### config.mk
export PLATFORM = sky130hd
export DESIGN_NAME = agc_timepulse_gen
export DESIGN_NICKNAME = d
export VERILOG_FILES = /design/src/rtl/agc_timepulse_gen.sv
export SDC_FILE = /design/constraint.sdc
export NUM_CORES = 1
export LEC_CHECK = 0
export ABC_AREA = 0
export BUFFER_PORTS_ARGS = -buffer_cell sky130_fd_sc_hd__buf_2
export CAP_MARGIN = 15
export CORE_MARGIN = 2
export CORE_UTILIZATION = 25
export DETAILED_ROUTE_END_ITERATION = 10
export GPL_TIMING_DRIVEN = 0
export HOLD_SLACK_MARGIN = 0.06
export MAX_ROUTING_LAYER = met4
export PLACE_DENSITY = 0.43
export SETUP_SLACK_MARGIN = 0.4
export SLEW_MARGIN = 10
export SYNTH_ARGS = -nofsm -noshare
export SYNTH_HDL_FRONTEND = slang
export SYNTH_SLANG_ARGS = --single-unit
export TNS_END_PERCENT = 5
### constraint.sdc
create_clock -name CLOCK -period 2.95 [get_ports CLOCK]
set_input_delay 0.1475 -clock CLOCK [delete_from_list [all_inputs] [get_ports CLOCK]]
set_output_delay 0.1475 -clock CLOCK [all_outputs]
set_load 0.01 [all_outputs]
### src/rtl/agc_timepulse_gen.sv
// agc_timepulse_gen: parametrised AGC phase/timepulse generator with monitor
// stop/single-step, GOJAM restart sequencing, standby gating and a free-running
// scaler. Define AGC_TIMEPULSE_MCT_COUNT_EN to add the 32-bit MCT_COUNT output.
module agc_timepulse_gen #(
    parameter int unsigned PHASES    = 4,
    parameter int unsigned NUM_T     = 12,
    parameter int unsigned GOJAM_LEN = 8,
    parameter int unsigned SCALER_W  = 17
) (
    input  logic                     CLOCK,
    input  logic                     SIM_RST,
    input  logic                     MSTP,
    input  logic                     MSTRTP,
    input  logic                     STRT1,
    input  logic                     STRT2,
    input  logic                     ALARM,
    input  logic                     SBY,
    output logic [PHASES-1:0]        PHS,
    output logic [NUM_T-1:0]         T,
    output logic [$clog2(NUM_T)-1:0] T_IDX,
    output logic                     MCT_END,
    output logic                     STOP,
    output logic                     GOJAM,
    output logic [SCALER_W-1:0]      FS,
    output logic                     FS_TICK
`ifdef AGC_TIMEPULSE_MCT_COUNT_EN
    ,
    output logic [31:0]              MCT_COUNT
`endif
);

    localparam int unsigned PW    = $clog2(PHASES);
    localparam int unsigned TW    = $clog2(NUM_T);
    localparam int unsigned PRE_N = PHASES * NUM_T;
    localparam int unsigned PRE_W = $clog2(PRE_N);
    localparam int unsigned GJ_W  = $clog2(GOJAM_LEN + 1);

    typedef enum logic [1:0] {
        ST_RUN     = 2'd0,
        ST_STOPPED = 2'd1,
        ST_STANDBY = 2'd2
    } run_state_t;

    run_state_t      st;
    logic [PW-1:0]   ph;
    logic [PW-1:0]   ph_adv;
    logic [TW-1:0]   t;
    logic [TW-1:0]   t_adv;
    logic            ph_last;
    logic            mct_wrap;
    logic            end_adv;
    logic            mstrtp_q;
    logic            sby_q;
    logic            mstrtp_rise;
    logic            sby_fall;
    logic            trig;
    logic [PRE_W-1:0] pre;
    logic [GJ_W-1:0] gj_cnt;

    // Next position in the MCT, edge detects and the GOJAM trigger (SBY dominates in standby)
    always_comb begin
        ph_last  = (ph == PW'(PHASES - 1));
        mct_wrap = ph_last && (t == TW'(NUM_T - 1));
        ph_adv   = ph_last ? '0 : ph + PW'(1);
        if (!ph_last) begin
            t_adv = t;
        end else if (t == TW'(NUM_T - 1)) begin
            t_adv = '0;
        end else begin
            t_adv = t + TW'(1);
        end
        end_adv     = (ph_adv == PW'(PHASES - 1)) && (t_adv == TW'(NUM_T - 1));
        mstrtp_rise = MSTRTP && !mstrtp_q;
        sby_fall    = !SBY && sby_q;
        trig        = (st == ST_STANDBY) ? sby_fall : (STRT1 || STRT2 || ALARM);
    end

    // Run-state FSM with registered phase/timepulse decodes
    always_ff @(posedge CLOCK) begin
        if (SIM_RST) begin
            st      <= ST_RUN;
            ph      <= '0;
            t       <= '0;
            PHS     <= PHASES'(1);
            T       <= NUM_T'(1);
            T_IDX   <= '0;
            MCT_END <= 1'b0;
            STOP    <= 1'b0;
        end else if (trig) begin
            st      <= ST_RUN;
            ph      <= '0;
            t       <= '0;
            PHS     <= PHASES'(1);
            T       <= NUM_T'(1);
            T_IDX   <= '0;
            MCT_END <= 1'b0;
            STOP    <= 1'b0;
        end else begin
            case (st)
                ST_RUN: begin
                    ph      <= ph_adv;
                    t       <= t_adv;
                    T_IDX   <= t_adv;
                    PHS     <= PHASES'(1) << ph_adv;
                    T       <= NUM_T'(1) << t_adv;
                    MCT_END <= end_adv;
                    // At the MCT wrap standby wins over a monitor stop
                    if (mct_wrap && SBY) begin
                        st  <= ST_STANDBY;
                        PHS <= '0;
                        T   <= '0;
                    end else if (mct_wrap && MSTP) begin
                        st   <= ST_STOPPED;
                        PHS  <= '0;
                        T    <= '0;
                        STOP <= 1'b1;
                    end
                end
                ST_STOPPED: begin
                    if (SBY) begin
                        st   <= ST_STANDBY;
                        STOP <= 1'b0;
                    end else if (mstrtp_rise) begin
                        st   <= ST_RUN;
                        STOP <= 1'b0;
                        PHS  <= PHASES'(1);
                        T    <= NUM_T'(1);
                    end
                end
                default: begin
                    // Standby holds; only an SBY fall (handled as a trigger) leaves it
                    st <= st;
                end
            endcase
        end
    end

    // Input edge registers and the GOJAM hold counter
    always_ff @(posedge CLOCK) begin
        if (SIM_RST) begin
            mstrtp_q <= 1'b0;
            sby_q    <= 1'b0;
            gj_cnt   <= GJ_W'(GOJAM_LEN);
            GOJAM    <= 1'b1;
        end else begin
            mstrtp_q <= MSTRTP;
            sby_q    <= SBY;
            if (trig) begin
                gj_cnt <= GJ_W'(GOJAM_LEN);
                GOJAM  <= 1'b1;
            end else if (gj_cnt != '0) begin
                gj_cnt <= gj_cnt - GJ_W'(1);
                GOJAM  <= (gj_cnt != GJ_W'(1));
            end else begin
                GOJAM <= 1'b0;
            end
        end
    end

    // Free-running prescaler and scaler, independent of run state and GOJAM
    always_ff @(posedge CLOCK) begin
        if (SIM_RST) begin
            pre     <= '0;
            FS      <= '0;
            FS_TICK <= 1'b0;
        end else if (pre == PRE_W'(PRE_N - 1)) begin
            pre     <= '0;
            FS      <= FS + SCALER_W'(1);
            FS_TICK <= 1'b1;
        end else begin
            pre     <= pre + PRE_W'(1);
            FS_TICK <= 1'b0;
        end
    end

`ifdef AGC_TIMEPULSE_MCT_COUNT_EN
    // Count completed MCTs in RUN; a GOJAM trigger clears the count
    always_ff @(posedge CLOCK) begin
        if (SIM_RST) begin
            MCT_COUNT <= '0;
        end else if (trig) begin
            MCT_COUNT <= '0;
        end else if ((st == ST_RUN) && MCT_END) begin
            MCT_COUNT <= MCT_COUNT + 32'd1;
        end
    end
`endif

endmodule

==> metrics.csv, run 1 <==
stage,metric,value,unit
run_status,status,finished clean,
worst_setup_path,Worst Setup End Kind,register,
layout,ratio of cells with drive above 1 in the final layout,22.07,%
clock_tree,Clock transition at path regs,0.07,ns
placement,dpl hpwl,4.641,mm
layout,area grow syn2layout,21.98,%
layout,non-filler cells in the finished layout,503,
clock_tree,Sink Count,57,
clock_tree,Clock Latency Late Sink,0.34,ns
timing,Worst Tran Pin Value,0.6134,ns
timing,final hold vios,0,
worst_setup_path,Top delay family on crit path,compound AO/OA/AOI/OAI gates,
worst_setup_path,CP max stage cell,a211oi_2,
worst_setup_path,worst r2r path cells,6,
worst_setup_path,flop2flop setup slack,0.82,ns
placement,Cell Count Post-Placement,486,
timing,Pins Over Slew Limit,0,
drt,DR iter-0 viols,106,
floorplan,DIE WIDTH,107.6,um
grt,vias in the first global route,2165,
floorplan,core area,10370,um2
timing,final worst path period share,72.26,%
placement,GP Congestion,0.7756,
hold_path,worst hold path class,input pin to register,
worst_setup_path,crit-path max FO,9,
worst_setup_path,Bufs and invs on worst path,0,
timing,RSZ-0062 raised after global routing,false,
clock_tree,CTS tree,built,
clock_tree,Post-CTS Resized,0,
drt,vias,2278,
timing,slew margin rel.,59.11,%
floorplan,Cell Rows,37,
layout,Reg area,1141,um2
layout,# nets final,381,
power_and_ir_drop,worst vdd ir,0.1878,mV
drt,antenna-violating nets left,0,
hold_path,hold path depth,3,
drt,residual DRC count,0,
drt,vias per cell,4.529,
worst_setup_path,WS Path Type,register to register,
layout,post-route cell area,3271,um2
floorplan,Vert. Die Dim,107.6,um
grt,largest net degree at the start of global routing,11,
placement,Port Buffers,47,
clock_tree,# Post-CTS Setup Buffers,0,
grt,first-pass GRT wire length,10.79,mm
yosys,syn nets,322,
timing,final worst setup slack,0.8184,ns
yosys,synthesized area per cell,8.849,um2
layout,multi-input logic area,1386,um2
worst_setup_path,Crit path arrival time,2.41,ns
timing,Final Setup Violations,0,
timing,clk_skew,0.009972,ns
worst_setup_path,CP Launch Type,register,
placement,pre-CTS WS,0.7908,ns
layout,"commonest non-fill, non-tap cell in the layout",dfxtp_1,
clock_tree,H-tree depth,3,
yosys,"FF+latch count, synth",57,
floorplan,IO Pins,49,
drt,1st-pass router iterations,4,
yosys,synth unique cells,49,
timing,setup TNS,0,ns
worst_setup_path,WP data required,3.23,ns
flow_run,maxcap violations,0,
clock_tree,root buf cell,clkbuf_8,
drt,Routed WL,6.557,mm
grt,initial antenna violation count,0,
floorplan,die area,11570,um2
layout,ANT cells,0,
yosys,Mapped Cells,303,
power_and_ir_drop,LEAKAGE,1.325,nW
placement,Area after DPL,3087,um2
yosys,Mapped Area,2681,um2
yosys,sequential area share after synthesis,42.56,%
drt,wire per inst,13.04,um
worst_setup_path,"Critical Path, Cell by Cell",ha_1 -> nor3b_1 -> o21ai_0 -> a211oi_2 -> a32oi_1 -> nor2_1,
worst_setup_path,stages on the worst setup path,6,
yosys,Ys Warns,0,
layout,Fillers,1151,
clock_tree,number of CTS-inserted buffers,9,
power_and_ir_drop,Pwr Density,453.7,nW/um2
timing,crit path time final,2.132,ns
timing,final hold slack,0.1494,ns
grt,grt ovf,0,
worst_setup_path,max incr delay on CP,0.55,ns
floorplan,initial cell density of the core,25.86,%
clock_tree,clk buf depth,2,
timing,FMAX,469.1,MHz
grt,Total GRT Usage,12.33,%
layout,"commonest non-fill, non-tap cells in the layout","57 x dfxtp_1, 53 x buf_2, 41 x nor2_1",
==> layer usage <==
metal | global-route usage [%] | share of wire, % | up-vias
met5 | - | 0 | -
met4 | 5.769 | 2.0 | 0
met3 | 2.845 | 3.6 | 12
met2 | 18.60 | 45 | 40
met1 | 15.61 | 49 | 1054
li1 | - | - | 1172
==> final timing paths <==
kind                      from                 end
max          t[0]$_SDFFE_PP0P_   T[2]$_SDFFE_PP0P_
min                        SBY  st[1]$_SDFFE_PP0P_
max reg2reg  t[0]$_SDFFE_PP0P_   T[2]$_SDFFE_PP0P_
min reg2reg  T[9]$_SDFFE_PP0P_   T[9]$_SDFFE_PP0P_
==> cell usage after synthesis (all sizes together) <==
cell type / instances / share of area [%]
inv: 16 / 2.2
o2bb2ai: 1 / 0.33
a211oi: 5 / 1.6
a41oi: 1 / 0.33
ha: 11 / 5.1
nor2b: 9 / 2.1
nand2b: 3 / 0.70
and3: 3 / 0.70
xnor2: 13 / 4.2
and4: 2 / 0.65
mux2: 1 / 0.42
o32a: 1 / 0.37
nor2: 41 / 5.7
or3: 7 / 1.7
o21ai: 14 / 2.6
a22oi: 4 / 1.1
o41ai: 1 / 0.61
nand2: 18 / 2.5
xor2: 4 / 1.3
or4: 1 / 0.28
o211ai: 1 / 0.28
nor3: 14 / 2.6
mux2i: 3 / 1.1
nor3b: 4 / 1.3
nor4: 1 / 0.79
clkbuf: 4 / 0.56
dfxtp: 57 / 43
buf: 11 / 2.9
and2b: 1 / 0.28
and2: 2 / 0.47
nand3b: 1 / 0.28
a32oi: 8 / 2.6
a31oi: 3 / 0.70
nand3: 10 / 2.1
nand4: 3 / 1.5
o21a: 2 / 0.56
and4b: 2 / 0.75
a21oi: 18 / 3.4
a211o: 1 / 0.33
a21boi: 1 / 0.28
==> cell families after synthesis <==
| group | after synthesis | synth area share, % |
|---|---|---|
| xor gates and xnor gates | 17 | 5.553 |
| muxes | 4 | 1.540 |
| buffers and inverters | 31 | 5.739 |
| and+or+nand+nor | 122 | 24.41 |
| AOI/OAI and AO/OA | 61 | 15.07 |
| adders and majority gates | 11 | 5.133 |
| DFF | 57 | 42.56 |
==> sequential cells by signal, indices dropped and copies added (netlist names) <==
signal and flops:
FS 17, FS_TICK 1, GOJAM 1, MCT_END 1
PHS 4, STOP 1, T 12, gj_cnt 4
mstrtp_q 1, ph 2, pre 6, sby_q 1
st 2, t 4
==> worst register-to-register path: cells and delay by family (launching register included) <==
family,cells,cell delay (ns)
compound gates,3,0.87
flops,1,0.51
fa+ha+maj,1,0.38
simple gates,2,0.31
==> power by group <==
group / internal, mW / switching (mW) / total, mW
clock: 0.347 / 0.313 / 0.660
combinational: 0.0176 / 0.0246 / 0.0422
sequential: 0.777 / 0.00475 / 0.782
==> repair_timing <==
item,4_1_cts,5_1_grt
hold buffers,1,0
endpoints found under the hold margin,1,0
endpoints found under the setup margin,0,0
==> through the flow <==
step | power, mW | util (%)
after floorplan | 0.8251 | -
after global placement | 0.8406 | 29.77
after detailed placement | 0.8418 | 29.77
after CTS | 1.509 | 31.54
after global routing | 1.548 | 31.54
final | 1.484 | 31.54
==> layout make-up <==
class,count,share of cell area (%)
clock inverters,3,0.4591
inverters,16,1.836
flip-flops and latches,57,34.89
clock buffers,13,4.858
plain buffers,15,2.869
well taps,136,5.203
repair buffers,48,7.498
multi-input cells,215,42.39
Note: power is estimated with default switching activity, not from simulation.
==> inputs of run 2 (changes only) <==
- ABC_AREA: 0 -> 1
- clock period: 2.95 -> 2.21 ns (I/O delays scaled with it)
==> run 2 against run 1 <==
Worst hold slack worse by 0.083 ns; clock skew up 0.0022 ns; design area rose by 3.7%; first-iteration DRC count increased by 1.9%; non-clock buffer count fell by 8; synthesized cell count increased by 26%; sequential share of layout area is 1.3 points lower; largest cell class unchanged.
==> metrics.csv, run 2 <==
stage,metric,value,unit
layout,# nets final,459,
floorplan,die area,11890,um2
power_and_ir_drop,Int Pwr,1.688,mW
floorplan,core area,10790,um2
worst_setup_path,CP max stage cell,dfxtp_1,
clock_tree,clk buf depth,2,
drt,residual DRC count,0,
clock_tree,CTS tree,built,
worst_setup_path,Top delay family on crit path,simple AND/OR/NAND/NOR gates,
timing,Final Setup Violations,0,
yosys,sequential area share after synthesis,41.38,%
timing,final worst path period share,74.18,%
yosys,syn nets,400,
layout,ANT cells,0,
hold_path,hold path start,SIM_RST,
layout,"commonest non-fill, non-tap cell in the layout",nand2_1,
power_and_ir_drop,Reg power frac,48.2,%
worst_setup_path,crit-path max FO,7,
power_and_ir_drop,combinational share of power,2.7,%
worst_setup_path,max incr delay on CP,0.40,ns
worst_setup_path,Bufs and invs on worst path,1,
clock_tree,number of CTS-inserted buffers,9,
layout,"commonest non-fill, non-tap cells in the layout","94 x nand2_1, 57 x dfxtp_1, 50 x buf_2",
placement,dpl hpwl,5.018,mm
floorplan,initial cell density of the core,25.55,%
layout,registers with the most flip-flops,"FS (17), T (12), pre (6)",
grt,Total GRT Usage,12.77,%
timing,RSZ-0062 raised after global routing,true,
drt,antenna-violating nets left,0,
yosys,main combinational cell family by area after synthesis,simple AND/OR/NAND/NOR gates,
worst_setup_path,Worst Setup End Kind,register,
layout,Fillers,1171,
yosys,Mapped Cells,381,
placement,Area after DPL,3168,um2
power_and_ir_drop,Pwr Density,639.9,nW/um2
grt,grt ovf,0,
power_and_ir_drop,LEAKAGE,1.451,nW
placement,Port Buffers,47,
layout,ratio of cells with drive above 1 in the final layout,20.45,%
drt,1st-pass router iterations,4,
worst_setup_path,reg2reg start,ph[0]$_SDFFE_PP0P_,
timing,final hold vios,0,
power_and_ir_drop,worst vdd ir,0.2532,mV
drt,vias per cell,4.313,
clock_tree,Clock Latency Late Sink,0.34,ns
clock_tree,# Post-CTS Setup Buffers,0,
timing,FMAX,610.0,MHz
worst_setup_path,stages on the worst setup path,7,
yosys,Synth Area in Adders,4.991,%
flow_run,maxcap violations,0,
drt,wire per inst,11.59,um
yosys,Synth top cells by count,"95 x nand2_1, 57 x dfxtp_1, 44 x nor2_1, 43 x inv_1, 41 x a21oi_1",
drt,Routed WL,6.783,mm
drt,DR iter-0 viols,108,
yosys,post-synthesis compound-gate area fraction,12.48,%
yosys,multiplexer area fraction after synthesis,0,%
hold_path,worst hold path class,input pin to register,
drt,vias,2523,
clock_tree,root buf cell,clkbuf_8,
timing,final worst setup slack,0.5706,ns
yosys,post-synth top area share,41.38,%
yosys,async set-reset flop share out of synthesis,0,%
worst_setup_path,"Critical Path, Cell by Cell",ha_2 -> nand2_2 -> o21ai_4 -> inv_1 -> nor2_2 -> nand4_1 -> a21oi_1,
floorplan,DIE WIDTH,109.0,um
yosys,synthesized area per cell,7.238,um2
clock_tree,H-tree depth,3,
timing,clk_skew,0.01219,ns
yosys,dominant cell type by area after synthesis,dfxtp_1,
clock_tree,Clock transition at path regs,0.07,ns
yosys,Mapped Area,2758,um2
floorplan,Cell Rows,38,
worst_setup_path,worst r2r path cells,7,
worst_setup_path,WP data required,2.48,ns
yosys,Synth Area in Simple Gates,30.17,%
timing,slew margin rel.,68.36,%
worst_setup_path,WS Path Type,register to register,
grt,largest net degree at the start of global routing,11,
timing,crit path time final,1.639,ns
layout,Top reg by flops,FS,
layout,post-route cell area,3393,um2
yosys,synth unique cells,33,
layout,max reg flops,17,
clock_tree,Sink Count,57,
power_and_ir_drop,sw frac,22.23,%
timing,Pins Over Slew Limit,0,
layout,area grow syn2layout,23.05,%
grt,first-pass GRT wire length,11.29,mm
yosys,most common cell in the netlist,nand2_1,
power_and_ir_drop,clock power share,49.2,%
placement,GP Congestion,0.7696,
yosys,Ys Warns,0,
layout,non-filler cells in the finished layout,585,
timing,Worst Tran Pin Value,0.4709,ns
yosys,XOR/XNOR Fraction of Synth Area,2.858,%
worst_setup_path,CP Launch Type,register,
yosys,"FF+latch count, synth",57,
yosys,Post-synth EDFFs,0,
worst_setup_path,Crit path arrival time,1.91,ns
run_status,status,finished clean,
floorplan,Vert. Die Dim,109.0,um
power_and_ir_drop,Tot Pwr,2.171,mW
worst_setup_path,crit path launch,ph[0]$_SDFFE_PP0P_,
placement,pre-CTS WS,0.4963,ns
hold_path,hold path depth,2,
grt,vias in the first global route,2367,
placement,Cell Count Post-Placement,568,
power_and_ir_drop,Net Sw Power,0.4828,mW
grt,initial antenna violation count,0,
yosys,Area contributors post-synth,"dfxtp_1 41%, nand2_1 13%, a21oi_1 7.4%",
timing,setup TNS,0,ns
floorplan,IO Pins,49,
yosys,Post-synth top flop,dfxtp_1,
[run 2: cell count changes in the layout (fill, tap and decap cells not counted), moves of 6 or more]
cell and change:
inv_1 +27, nand4_1 +9, nand2_1 +76, nor3_1 -11, xnor2_1 -6, nand3_1 +12
nor2b_1 -9, or3_1 -6, a21oi_1 +23, a32oi_1 -8
[run 2: what timing repair did]
| item | 4_1_cts | 5_1_grt |
|---|---|---|
| endpoints found under the hold margin | 1 | 0 |
| resized for setup | 0 | 2 |
| hold buffers | 1 | 0 |
| endpoints found under the setup margin | 0 | 19 |
[run 2: worst register-to-register path, cell delays in order (launching register included)]
cell and delay [ns]:
dfxtp_1 0.40, ha_2 0.27, nand2_2 0.13, o21ai_4 0.27, inv_1 0.08, nor2_2 0.18, nand4_1 0.12, a21oi_1 0.13
[run 2: layer usage]
layer  global-route usage, %  vias up  wire [um]
met4                   3.755        0         62
met5                       -        -          0
li1                        -     1344          -
met3                   4.423        8        323
met2                   20.85       52       3156
met1                   14.82     1119       3241
[run 2: power groups by stage]
stage | clock, mW | sequential (mW) | combinational [mW]
after floorplan | 0 | 1.07 | 0.0374
after global placement | 0 | 1.07 | 0.0558
after detailed placement | 0 | 1.07 | 0.0572
after CTS | 1.10 | 1.05 | 0.0589
after global routing | 1.15 | 1.05 | 0.0670
final | 1.07 | 1.05 | 0.0579
[run 2: worst paths after layout]
kind | to | slack (ns)
worst min-delay path | FS[4]$_SDFFE_PP0P_ | 0.07
worst max-delay path | T[3]$_SDFFE_PP0P_ | 0.57
worst max register to register | T[3]$_SDFFE_PP0P_ | 0.57
worst min register to register | PHS[3]$_SDFFE_PP0P_ | 0.46
[run 2: cell families after synthesis]
kind of cell	Yosys count
adder cells (fa/ha/maj)	11
buffers and inverters	54
flip-flops	57
AO/OA/AOI/OAI	62
AND/OR/NAND/NOR	188
XOR/XNOR	9
[run 2: metrics by stage]
step	utilization, %	hold slack (ns)
final	31.44	0.06591
after global routing	31.44	0.06033
after CTS	31.39	0.06142
after detailed placement	29.35	0.3399
after global placement	29.35	0.3332
after floorplan	-	0.2175
[run 2: layout make-up]
class / count / area, um2 / area share [%]
flip-flops and latches: 57 / 1141 / 33.63
well taps: 140 / 175.2 / 5.162
repair buffers: 48 / 245.2 / 7.227
clock buffers: 10 / 127.6 / 3.761
clock inverters: 6 / 82.58 / 2.434
plain buffers: 7 / 47.55 / 1.401
inverters: 47 / 176.4 / 5.199
multi-input cells: 270 / 1398 / 41.19
==> inputs of run 3 (changes only) <==
- PLACE_DENSITY: 0.43 -> 0.44
- clock period: 2.21 -> 1.5 ns (I/O delays scaled with it)
==> run 3 against run 2 <==
Combinational power is 95% higher; sequential share of layout area decreased by 2.2 points; largest power group is now sequential cells; setup slack worse by 0.53 ns; critical endpoint is now T[2]$_SDFFE_PP0P_; design area up 11%; maximum frequency up 12%; die area is the same; flip-flop and latch count unchanged; count of clock-buffer cells in the layout is 4 higher.
==> metrics.csv, run 3 (synthesis results as in run 2) <==
stage,metric,value,unit
run_status,status,finished clean,
timing,crit path time final,1.464,ns
grt,vias in the first global route,2414,
timing,clk_skew,0.01237,ns
floorplan,initial cell density of the core,25.55,%
grt,first-pass GRT wire length,11.44,mm
timing,final worst path period share,97.62,%
drt,M1 WL,3.226,mm
layout,post-route cell area,3756,um2
layout,# nets final,472,
drt,top layer reached by signal wires,met4,
layout,"commonest non-fill, non-tap cell in the layout",nand2_1,
layout,ratio of cells with drive above 1 in the final layout,34.93,%
timing,final hold vios,0,
drt,Routed WL,7.249,mm
placement,pre-CTS WS,-0.1029,ns
worst_setup_path,Worst Setup End Kind,register,
grt,initial antenna violation count,0,
hold_path,worst hold path class,input pin to register,
timing,Worst Tran Pin Value,0.4511,ns
floorplan,Cell Rows,38,
layout,non-filler cells in the finished layout,598,
drt,met3 routed WL,327,um
floorplan,IO Pins,49,
drt,wire per inst,12.12,um
flow_run,maxcap violations,0,
layout,"commonest non-fill, non-tap cells in the layout","85 x nand2_1, 48 x buf_2, 39 x a21oi_1",
placement,Cell Count Post-Placement,568,
worst_setup_path,CP Launch Type,register,
floorplan,Vert. Die Dim,109.0,um
drt,vias per cell,4.358,
drt,1st-pass router iterations,4,
clock_tree,root buf cell,clkbuf_8,
worst_setup_path,WS Path Type,register to register,
worst_setup_path,WP data required,1.78,ns
grt,grt ovf,0,
placement,Port Buffers,47,
clock_tree,number of CTS-inserted buffers,9,
placement,GP Congestion,0.7654,
floorplan,die area,11890,um2
timing,setup TNS,0,ns
power_and_ir_drop,LEAKAGE,1.567,nW
clock_tree,clk buf depth,2,
power_and_ir_drop,worst vdd ir,0.4884,mV
layout,Top reg by flops,FS,
power_and_ir_drop,Tot Pwr,3.054,mW
clock_tree,Clock Latency Late Sink,0.34,ns
timing,FMAX,682.9,MHz
grt,Total GRT Usage,13.15,%
drt,vias,2606,
timing,Final Setup Violations,0,
drt,met2 WL,3.596,mm
worst_setup_path,Crit path arrival time,1.75,ns
timing,final worst setup slack,0.03570,ns
timing,RSZ-0062 raised after global routing,true,
drt,residual DRC count,0,
timing,final hold slack,0.1516,ns
placement,Area after DPL,3276,um2
clock_tree,H-tree depth,3,
layout,ANT cells,0,
layout,fin util,34.80,%
grt,largest net degree at the start of global routing,11,
layout,area grow syn2layout,36.21,%
power_and_ir_drop,Pwr Density,813.2,nW/um2
floorplan,core area,10790,um2
worst_setup_path,crit-path max FO,6,
clock_tree,CTS tree,built,
drt,antenna-violating nets left,0,
placement,dpl hpwl,5.168,mm
clock_tree,Sink Count,57,
timing,slew margin rel.,69.93,%
drt,DR iter-0 viols,130,
clock_tree,Clock transition at path regs,0.07,ns
floorplan,DIE WIDTH,109.0,um
layout,max reg flops,17,
layout,registers with the most flip-flops,"FS (17), T (12), pre (6)",
timing,Pins Over Slew Limit,0,
==> run 3: changes by cell type in the layout (fill, tap and decap cells not counted), sizes merged <==
| cell | previous run | this run |
|---|---|---|
| clkinv | 4 | 2 |
| dlygate4sd3 | 1 | 4 |
| bufinv | 2 | 0 |
| clkinvlp | 1 | 0 |
| buf | 52 | 61 |
| clkbuf | 12 | 17 |
| inv | 46 | 47 |
==> run 3: what timing repair did <==
action                                  4_1_cts  5_1_grt
hold endpoints to repair                      9        5
gates cloned                                  0        0
pin swaps                                    12       26
endpoints found under the setup margin       55       56
setup buffers                                10        0
gates resized for setup                      13       49
hold buffers                                  2        2
==> run 3: critical path: stages (launching register included) <==
cell	delay, ns
dfxtp_4	0.37
ha_4	0.20
nand2_4	0.10
o21ai_4	0.26
buf_4	0.17
nand2_1	0.05
nor2_1	0.12
nor2_1	0.05
nor2_1	0.08
==> run 3: final timing paths <==
check / from / cells after the start / end / slack, ns
setup / recovery: ph[1]$_SDFFE_PP0P_ / 8 / T[2]$_SDFFE_PP0P_ / 0.04
hold / removal: SBY / 4 / st[0]$_SDFFE_PP0P_ / 0.15
setup reg to reg: ph[1]$_SDFFE_PP0P_ / 8 / T[2]$_SDFFE_PP0P_ / 0.04
hold reg to reg: PHS[3]$_SDFFE_PP0P_ / 2 / PHS[3]$_SDFFE_PP0P_ / 0.46
==> run 3: where the power goes <==
group          total (mW)  internal (mW)  switching [mW]  leakage [nW]
sequential           1.54           1.52          0.0143         0.473
clock                1.41          0.776           0.630         0.102
combinational       0.113         0.0504          0.0626         0.991
total                3.05           2.35           0.707          1.57
==> run 3: layout make-up <==
cell class              count  area [um2]
flip-flops and latches     57        1181
plain buffers               7       56.30
clock inverters             2       10.01
fillers                  1173        7037
clock buffers              14       182.7
repair buffers             61       354.1
multi-input cells         270        1613
well taps                 140       175.2
inverters                  47       183.9
==> run 3: layer usage <==
metal | up-vias | GRT usage, %
met5 | - | -
met4 | 0 | 4.487
met3 | 9 | 4.304
met2 | 50 | 21.43
met1 | 1181 | 15.19
li1 | 1366 | -
